`config.mk`:
```
export PLATFORM = sky130hd
export DESIGN_NAME = prog_sequencer_flat
export DESIGN_NICKNAME = d
export VERILOG_FILES = /design/src/rtl/prog_sequencer_if.sv /design/src/rtl/prog_sequencer.sv /design/src/flat_wrapper.sv
export SDC_FILE = /design/constraint.sdc
export NUM_CORES = 1
export LEC_CHECK = 0
export ABC_AREA = 1
export ABC_CLOCK_PERIOD_IN_PS = 3100
export CORE_ASPECT_RATIO = 0.9
export CORE_MARGIN = 5
export CORE_UTILIZATION = 58
export CTS_CLUSTER_DIAMETER = 80
export CTS_CLUSTER_SIZE = 40
export DETAILED_ROUTE_END_ITERATION = 12
export PLACE_DENSITY = 0.91
export SYNTH_ARGS = -nofsm -noshare
export SYNTH_HDL_FRONTEND = slang
export SYNTH_SLANG_ARGS = --single-unit
```
`constraint.sdc`:
```
create_clock -name clk -period 3.1 [get_ports clk]
set_clock_uncertainty 0.2 [all_clocks]
set_input_delay 0.62 -clock clk [delete_from_list [all_inputs] [get_ports clk]]
set_output_delay 0.62 -clock clk [all_outputs]
set_load 0.005 [all_outputs]
```
`src/rtl/prog_sequencer_if.sv`:
```
// Control/status bundle between the fetch-side controller and prog_sequencer.
// The sequencer sits on the slave modport; the decoder/LUT side drives the master modport.
interface prog_sequencer_if #(
  parameter int D = 12,
  parameter int S = 4
);
  localparam int DW = $clog2(S + 1);

  // Handshake: the master raises req; the sequencer answers with fetch_valid
  // for every cycle whose prog_ctr is executed, then holds done until the next req.
  logic          req;
  logic          stall;
  logic          jump_en;
  logic          jump_rel;
  logic          call;
  logic          ret;
  logic [D-1:0]  target;
  logic [D-1:0]  prog_ctr;
  logic          fetch_valid;
  logic          done;
  logic          stack_err;
  logic [DW-1:0] depth;

  modport master (
    output req, stall, jump_en, jump_rel, call, ret, target,
    input  prog_ctr, fetch_valid, done, stack_err, depth
  );

  modport slave (
    input  req, stall, jump_en, jump_rel, call, ret, target,
    output prog_ctr, fetch_valid, done, stack_err, depth
  );
endinterface

```
`src/rtl/prog_sequencer.sv`:
```
// Program-counter sequencer: start/done handshake, absolute/relative jumps,
// hardware call/return stack, stall and a sticky stack-error flag.
module prog_sequencer #(
  parameter int D         = 12,
  parameter int S         = 4,
  parameter int HALT_ADDR = 128
) (
  input  logic           clk,
  input  logic           reset,
  prog_sequencer_if.slave bus
);
  localparam int DW = $clog2(S + 1);
  localparam int AW = (S > 1) ? $clog2(S) : 1;
  localparam int SN = 1 << AW;

  typedef enum logic [1:0] {IDLE, RUN, DONE} state_e;

  state_e        state_q;
  logic [D-1:0]  pc_q;
  logic [DW-1:0] depth_q;
  logic          err_q;
  logic [D-1:0]  stack_q [0:SN-1];

  logic [D-1:0]  pc_d;
  logic [DW-1:0] depth_d;
  logic          err_d;
  logic          push_d;
  logic          halt_d;
  logic [AW-1:0] push_idx;
  logic [AW-1:0] pop_idx;
  logic          advance;

  assign push_idx = AW'(depth_q);
  assign pop_idx  = AW'(depth_q - DW'(1));
  assign advance  = (state_q == RUN) && !bus.stall;

  // Next PC for an un-stalled RUN cycle; priority ret > call > jump > increment.
  always_comb begin
    pc_d    = pc_q + D'(1);
    depth_d = depth_q;
    err_d   = 1'b0;
    push_d  = 1'b0;
    if (bus.ret) begin
      if (depth_q != '0) begin
        pc_d    = stack_q[pop_idx];
        depth_d = depth_q - DW'(1);
      end else begin
        pc_d  = pc_q;
        err_d = 1'b1;
      end
    end else if (bus.call) begin
      if (depth_q < DW'(S)) begin
        pc_d    = bus.target;
        depth_d = depth_q + DW'(1);
        push_d  = 1'b1;
      end else begin
        pc_d  = pc_q;
        err_d = 1'b1;
      end
    end else if (bus.jump_en) begin
      pc_d = bus.jump_rel ? (pc_q + bus.target) : bus.target;
    end
    halt_d = !err_d && (pc_d == D'(HALT_ADDR));
  end

  always_ff @(posedge clk) begin
    if (reset) begin
      state_q <= IDLE;
      pc_q    <= '0;
      depth_q <= '0;
      err_q   <= 1'b0;
    end else begin
      case (state_q)
        IDLE: begin
          pc_q <= '0;
          if (bus.req) state_q <= RUN;
        end
        RUN: begin
          if (!bus.stall) begin
            pc_q    <= pc_d;
            depth_q <= depth_d;
            if (err_d) begin
              err_q   <= 1'b1;
              state_q <= DONE;
            end else if (halt_d) begin
              state_q <= DONE;
            end
          end
        end
        DONE: begin
          if (bus.req) begin
            pc_q    <= '0;
            depth_q <= '0;
            err_q   <= 1'b0;
            state_q <= RUN;
          end
        end
        default: state_q <= IDLE;
      endcase
    end
  end

  // Stack contents need no reset; occupancy alone says which entries are live.
  always_ff @(posedge clk) begin
    if (!reset && advance && push_d) stack_q[push_idx] <= pc_q + D'(1);
  end

  assign bus.prog_ctr    = pc_q;
  assign bus.depth       = depth_q;
  assign bus.stack_err   = err_q;
  assign bus.fetch_valid = (state_q == RUN);
  assign bus.done        = (state_q == DONE);
endmodule

```
`src/flat_wrapper.sv`:
```
// flat-port wrapper written by rule: the top's interface ports become plain ports
module prog_sequencer_flat 
#(
  parameter int D         = 12,
  parameter int S         = 4,
  parameter int HALT_ADDR = 128
)
  (clk, reset, bus_req, bus_stall, bus_jump_en, bus_jump_rel, bus_call, bus_ret, bus_target, bus_prog_ctr, bus_fetch_valid, bus_done, bus_stack_err, bus_depth);
  prog_sequencer_if #(.D(D), .S(S)) bus_i ();
  input  logic clk;
  input  logic reset;
  input wire logic [$bits(bus_i.req)-1:0] bus_req;
  input wire logic [$bits(bus_i.stall)-1:0] bus_stall;
  input wire logic [$bits(bus_i.jump_en)-1:0] bus_jump_en;
  input wire logic [$bits(bus_i.jump_rel)-1:0] bus_jump_rel;
  input wire logic [$bits(bus_i.call)-1:0] bus_call;
  input wire logic [$bits(bus_i.ret)-1:0] bus_ret;
  input wire logic [$bits(bus_i.target)-1:0] bus_target;
  output wire logic [$bits(bus_i.prog_ctr)-1:0] bus_prog_ctr;
  output wire logic [$bits(bus_i.fetch_valid)-1:0] bus_fetch_valid;
  output wire logic [$bits(bus_i.done)-1:0] bus_done;
  output wire logic [$bits(bus_i.stack_err)-1:0] bus_stack_err;
  output wire logic [$bits(bus_i.depth)-1:0] bus_depth;
  assign bus_i.req = bus_req;
  assign bus_i.stall = bus_stall;
  assign bus_i.jump_en = bus_jump_en;
  assign bus_i.jump_rel = bus_jump_rel;
  assign bus_i.call = bus_call;
  assign bus_i.ret = bus_ret;
  assign bus_i.target = bus_target;
  assign bus_prog_ctr = bus_i.prog_ctr;
  assign bus_fetch_valid = bus_i.fetch_valid;
  assign bus_done = bus_i.done;
  assign bus_stack_err = bus_i.stack_err;
  assign bus_depth = bus_i.depth;
  prog_sequencer #(.D(D), .S(S), .HALT_ADDR(HALT_ADDR)) u_core (.clk(clk), .reset(reset), .bus(bus_i));
endmodule
```
Word level (Yosys, flattened, before mapping)
Memories as Yosys holds them, arrays and structs flattened. Cells that the tools add are included.

Register bits after elaboration: 18. Bits in writable memories: 48. Logic and storage cells: 71. Memories: 1.

Add/subtract/negate cells: 4. $lt $le $gt $ge: 1. Equal/unequal tests: 11. Muxes and demuxes: 34. Reduce and logical (&&, ||, !) cells: 16.

Memory list: u_core.stack_q (depth 4, bits a word 12, read ports 1, clocked after Yosys merged registers in 0, wr ports 1, line prog_sequencer.sv:22) `logic [D-1:0] stack_q [0:SN-1];`.

Operator list (number): $mux W12 (8); $pmux W12 S3 (1); $mux W3 (6); $add A12 B1 Y12 const B (1); $add A12 B12 Y12 (1); $eq A12 B8 Y1 const B (1); $mux W1 (12); $mux W2 (4); $ne A3 B2 Y1 const B (2); $pmux W3 S2 (1); $reduce_and A3 Y1 (2); $reduce_and A6 Y1 (1); $reduce_bool A3 Y1 (2); $logic_and A1 B1 Y1 (4); $ne A2 B1 Y1 const B (2); $ne A2 B2 Y1 const B (2); $pmux W2 S2 (1); $reduce_and A4 Y1 (1); $add A3 B1 Y3 const B (1); $logic_not A1 Y1 (3); $lt A3 B3 Y1 const B (1); $ne A3 B1 Y1 const B (1); $ne A3 B3 Y1 const B (1); $sub A3 B1 Y3 const B (1); other kinds (6) (6).

Longest topological paths before layout
Depth after elaboration: 11. Gate-level depth with buffers: 25. Mapped depth without buffers: 22.

Least setup slack after synthesis
No wires, ideal clock.

Path kind: register -> register. From: reg u_core.depth_q[0], in the netlist u_core.bus.depth[0]. To: reg u_core.state_q[0]. Setup time: 0.109 ns. Data arrival time: 2.485 ns. Required time: 2.791 ns. Setup slack: 0.306 ns. Cell stages (with the launch flop): 23. Path buffers: 4. Path through: dfxtp_1 -> inv_1 -> buf_2 -> buf_2 -> ha_1 -> buf_6 -> inv_1 -> buf_4 -> nand3_1 -> nand3_1 -> o21ai_0 -> a21oi_1 -> nand2_1 -> nor2_1 -> nand2_1 -> nor2_1 -> nand3_1 -> nor2_1 -> nand3_1 -> nand2_1 -> nand3_1 -> nand2_1 -> inv_1.

Word-level cells in the longest chain between the ends: 8.

RTL lines: start, declared (line prog_sequencer.sv:20) `logic [DW-1:0] depth_q;`; start signal, assigned (line prog_sequencer.sv:81) `depth_q <= depth_d;`; $sub A3 B1 Y3 or $lt A3 B3 Y1 (tied branches); $mem_v2 Z4 W12 (tied with other cells); $mux W12 (tied with other cells) (line prog_sequencer.sv:44) `if (depth_q != '0) begin`; $mux W12 or $mux W1 (tied branches) (line prog_sequencer.sv:43) `if (bus.ret) begin`; $eq A12 B8 Y1 or $logic_not A1 Y1 (tied branches) (line prog_sequencer.sv:63) `halt_d = !err_d && (pc_d == D'(HALT_ADDR));`; $logic_and A1 B1 Y1 (line prog_sequencer.sv:63); $ne A3 B1 Y1 (no source line); $reduce_and A3 Y1 (no source line); end signal, assigned (line prog_sequencer.sv:68) `state_q <= IDLE;`; end signal, assigned (line prog_sequencer.sv:76) `if (bus.req) state_q <= RUN;`; end signal, assigned (line prog_sequencer.sv:84) `state_q <= DONE;`; end, declared (line prog_sequencer.sv:18) `state_e state_q;`.

Parallel ways exist; a longest one is shown, timed or not. The select of a mux whose other input is x is not followed. A chain may end at the register's enable or synchronous reset.

Final worst setup path
From: in bus_target[7]. To: reg u_core.state_q[0].

Word-level cells in the longest chain between the ends: 9.

RTL lines: start, declared (line flat_wrapper.sv:18) `input wire logic [$bits(bus_i.target)-1:0] bus_target;`; $add A12 B12 Y12 (line prog_sequencer.sv:61) `pc_d = bus.jump_rel ? (pc_q + bus.target) : bus.target;`; $mux W12 (line prog_sequencer.sv:61); $mux W12 (line prog_sequencer.sv:60) `end else if (bus.jump_en) begin`; $mux W12 (*) (line prog_sequencer.sv:51) `end else if (bus.call) begin`; $mux W12 (*) (line prog_sequencer.sv:43); $eq A12 B8 Y1 (*) (line prog_sequencer.sv:63); $logic_and A1 B1 Y1 (*) (line prog_sequencer.sv:63); $ne A3 B1 Y1 (no source line) (*); $reduce_and A3 Y1 (no source line) (*).

Mark *: on every way between the ends. The rest lies on a longest branch, timed or not.

==> results.md <==
- CTS saw 66 sinks.
- The peak fanout along the critical path is 3.
- Clock tree synthesis inserted a total of 9 buffers.
- Counting stages on the worst path, the most repeated cell is sky130_fd_sc_hd__nand2_1.
- The number of warning messages in the yosys log is 0.
- Summed over all layers, the global routing overflow is 0.
- For this run, the post-layout net count is 709.
- The standard-cell row count is 29.
- The longest clock path from root to sink contains 2 buffers.
- Each instance of the synthesized netlist takes up on average 7.41 µm².
- The share of async-settable or async-resettable flops after synthesis is 0.
- The final critical delay including setup and external delays is 2.89 ns.
- The die outline area is 9290 µm².
- The top achievable clock speed is 346 MHz.
- The met1 layer usage reported by global route is 0.368.
- Clock-pin slew was measured on the worst setup and hold paths at 0.07 ns.
- The dominant delay contributor by cell family on the critical path is simple AND/OR/NAND/NOR gates.
- The relative area change from synthesis to final layout is 25.0%.
- The length of the first detailed-routing pass in iterations is 6.
- The number of hold violations in the final report is 0.
- Measured against its own limit, the worst slew margin works out to 0.552.
- The fraction of met2 tracks used by global routing is 0.446.
- Max-cap violations in this run came to 0.
- Counting instances, the worst hold path has a depth of 2.
- In the synthesized netlist the dominant register cell turns out to be sky130_fd_sc_hd__edfxtp_1.
- The number of placed I/O pins is 38.
- The type of the most critical hold path is flip-flop to flip-flop.
- The post-layout instance area is 5410 µm².
- The post-detailed-placement cell area is 5100 µm².
- The worst setup path is launched from a primary input.
- Buffers placed on the I/O ports in this run total 37.
- The largest net degree at the start of global routing is 32.
- The slowest stage of the critical path belongs to the cell sky130_fd_sc_hd__clkdlybuf4s50_1.
- For the worst setup path, the data required time is 3.15 ns.
- The signal arrival time at the worst endpoint is 2.94 ns.
- For met3 alone, demand over resource in global routing was 0.0675.
- The longest individual stage delay on the worst path is 0.45 ns.
- The remaining antenna violation count is 0.
- The total routed wirelength is 13,200 µm.
- The total via count in the routed design is 4,570.
- 0 antenna diodes ended up in the layout.
- The initial utilization of the core area, before any placement, comes to 0.605.
- The global routing stage identified its most utilized layer as met2.
- After detailed routing, the number of remaining DRC violations is 0.
- In the finished design, the share of the clock period the worst path needs comes to 0.933.
- The final max-slew violation count is 0.
- The sequential share of the synthesized area is 0.417.
- Synthesis produced 584 cells.
- The clock tree from TritonCTS is done.
- The average wire length per cell after detail routing is 17.1 µm.
- The clock latency of the later-clocked register in the worst-skew pair is 0.35 ns.
- The via count of the first global-routing pass is 4,262.
- The design draws 2.29 mW.
- The estimated wirelength of the detail-placed design is 9480 µm.
- The core outline area is 7150 µm².
- Once placement completed, the tool counted placed cells totaling 749.
- At the pin with the least slew margin, the transition time is 0.666 ns.
- Counting every net in the synthesized netlist gives 622.
- The number of hold buffers added after CTS is 0.
- The total routing resource utilization after global routing is 0.281.
- The kind of end point of the critical path is a flip-flop.
- For the worst flop-to-flop path, the logic depth is 22.
- The critical path is of the primary input to flip-flop type.
- The die boundary width is 101 µm.
- The clock root buffer is sky130_fd_sc_hd__clkbuf_8.
- From bottom edge to top edge, the die measures 91.9 µm.
- The count of cell instances traversed by the critical path is 20.
- Summed over all cells, the static leakage comes to 2.48 nW.
- The weighted congestion reported at the end of routability-driven placement is 0.954.
- The maximum ir drop on the vdd rail is 0.292 mV.
- Walking the worst path, the cells encountered are clkdlybuf4s50_1 -> ha_1 -> nand2_2 -> inv_1 -> a21oi_2 -> nand3_2 -> nand2_1 -> nand2_1 -> o21ai_0 -> nand2_1 -> nand2_1 -> nand2_1 -> nand2_1 -> nand2_1 -> nor2_1 -> nand3_1 -> nand2_1 -> nand3_1 -> nand2_1 -> inv_1.
- The first global-routing pass estimated 20,400 µm of wire.
- The H-tree depth is 3.
- The fraction of final layout cells sized beyond drive strength 1 is 0.145.
- The netlist uses 42 different library cells.
- The synthesized area is 4330 µm².
- The flow ran to the end, and the final reports show no timing, DRC or antenna violations.
- The worst path buffer plus inverter count is 3.
- The number of antenna violations at the first check in global routing was 0.
- The ratio of routed vias to standard cells is 5.94.
- Counting flops with a built-in enable in the synthesized netlist gives 48.
- The final-report setup violation count is 0.
- The synthesized flop and latch total is 66.
- The finished layout holds 769 standard cells, fillers aside.
- The power density over cell area is 424 nW/µm².
- After the first detailed-routing iteration, the DRC count stood at 614.
per-stage QoR:
step                      hold WS, ns  setup TNS [ns]   util  worst slack, ns
after global routing            0.373         -0.0362  0.756          -0.0284
after floorplan                 0.285               0      -            0.306
final                           0.340               0  0.756            0.208
after global placement          0.301          -0.572  0.714           -0.205
after detailed placement        0.327           -1.11  0.714           -0.374
after CTS                       0.340               0  0.744           0.0222
report_power, final:
group / total, mW / internal, mW / switching, mW
combinational: 0.558 / 0.227 / 0.331
clock: 0.765 / 0.447 / 0.318
sequential: 0.970 / 0.953 / 0.0169
total: 2.29 / 1.63 / 0.666
cell families after synthesis:
logic type,share of synthesized area
AND/OR/NAND/NOR,0.288
buffers and inverters,0.0969
AO/OA/AOI/OAI,0.139
flip-flops,0.417
adder cells (fa/ha/maj),0.0538
XOR/XNOR,0.00608
state kept, by name (all words and copies together) (netlist names):
name                  cells
u_core.stack_q           48
u_core.bus.stack_err      1
u_core.bus.prog_ctr      12
u_core.state_q            2
u_core.bus.depth          3
layout make-up:
type	instances	area, µm²
clock buffer	10	128
clock inverter	6	81.3
fill	491	1740
inverter	85	323
multi-input combinational	416	2160
sequential	66	1800
tap	93	116
timing repair buffer	93	798
layout by cell type (no fill, tap or decap), types with 10 or more instances in the layout:
cell type                         count
sky130_fd_sc_hd__a21oi_1             34
sky130_fd_sc_hd__a22oi_1             10
sky130_fd_sc_hd__buf_4               56
sky130_fd_sc_hd__clkdlybuf4s50_1     34
sky130_fd_sc_hd__dfxtp_1             17
sky130_fd_sc_hd__edfxtp_1            48
sky130_fd_sc_hd__ha_1                14
sky130_fd_sc_hd__inv_1               76
sky130_fd_sc_hd__nand2_1            176
sky130_fd_sc_hd__nand3_1             49
sky130_fd_sc_hd__nor2_1              47
sky130_fd_sc_hd__o21ai_0             28
Yosys cell counts (3+ instances only):
library cell	n	area [µm²]
sky130_fd_sc_hd__nand2_1	179	672
sky130_fd_sc_hd__inv_1	77	289
sky130_fd_sc_hd__nand3_1	50	250
sky130_fd_sc_hd__edfxtp_1	48	1440
sky130_fd_sc_hd__nor2_1	47	176
sky130_fd_sc_hd__a21oi_1	37	185
sky130_fd_sc_hd__o21ai_0	28	140
sky130_fd_sc_hd__dfxtp_1	18	360
sky130_fd_sc_hd__ha_1	17	213
sky130_fd_sc_hd__a22oi_1	10	75.1
sky130_fd_sc_hd__buf_2	8	40.0
sky130_fd_sc_hd__inv_2	7	26.3
sky130_fd_sc_hd__nand4_1	6	37.5
sky130_fd_sc_hd__o32ai_1	5	43.8
sky130_fd_sc_hd__a221o_1	4	40.0
sky130_fd_sc_hd__a32o_1	4	40.0
sky130_fd_sc_hd__clkbuf_1	4	15.0
sky130_fd_sc_hd__buf_4	3	22.5
per-layer routing:
metal / wire (µm) / vias up
met1: 4980 / 2080
met4: 394 / 0
met3: 1650 / 55
met2: 6130 / 324
met5: 0 / -
li1: - / 2111
final timing paths:
path                                            start  slack [ns]                                 to
setup reg to reg  u_core.bus.prog_ctr[0]$_SDFFE_PP0P_        0.31     u_core.state_q[0]$_SDFFE_PP0P_
hold reg to reg     u_core.bus.stack_err$_SDFFE_PP0P_        0.34  u_core.bus.stack_err$_SDFFE_PP0P_
hold / removal      u_core.bus.stack_err$_SDFFE_PP0P_        0.34  u_core.bus.stack_err$_SDFFE_PP0P_
setup / recovery                        bus_target[7]        0.21     u_core.state_q[0]$_SDFFE_PP0P_
worst reg2reg max path: stages (launching register included):
cell                       delay, ns
sky130_fd_sc_hd__dfxtp_2        0.40
sky130_fd_sc_hd__ha_2           0.22
sky130_fd_sc_hd__fa_1           0.42
sky130_fd_sc_hd__nand2_1        0.07
sky130_fd_sc_hd__nand3_1        0.08
sky130_fd_sc_hd__nand2_1        0.08
sky130_fd_sc_hd__nand2_1        0.05
sky130_fd_sc_hd__nand2_1        0.05
sky130_fd_sc_hd__nand2_1        0.06
sky130_fd_sc_hd__nand2_2        0.08
sky130_fd_sc_hd__nand2_1        0.07
sky130_fd_sc_hd__clkinv_1       0.05
sky130_fd_sc_hd__nand2_1        0.05
sky130_fd_sc_hd__nor2_1         0.10
sky130_fd_sc_hd__nand2_1        0.08
sky130_fd_sc_hd__nor2_1         0.10
sky130_fd_sc_hd__nand3_1        0.07
sky130_fd_sc_hd__nor2_1         0.12
sky130_fd_sc_hd__nand3_1        0.08
sky130_fd_sc_hd__nand2_1        0.08
sky130_fd_sc_hd__nand3_1        0.07
sky130_fd_sc_hd__nand2_1        0.07
sky130_fd_sc_hd__inv_1          0.04
repair_timing:
item / CTS / global route
buffers inserted: 0 / 4
resized for setup: 1 / 15
pin swaps: 0 / 3
endpoints found under the setup margin: 2 / 3
Note: power is estimated with default switching activity, not from simulation.
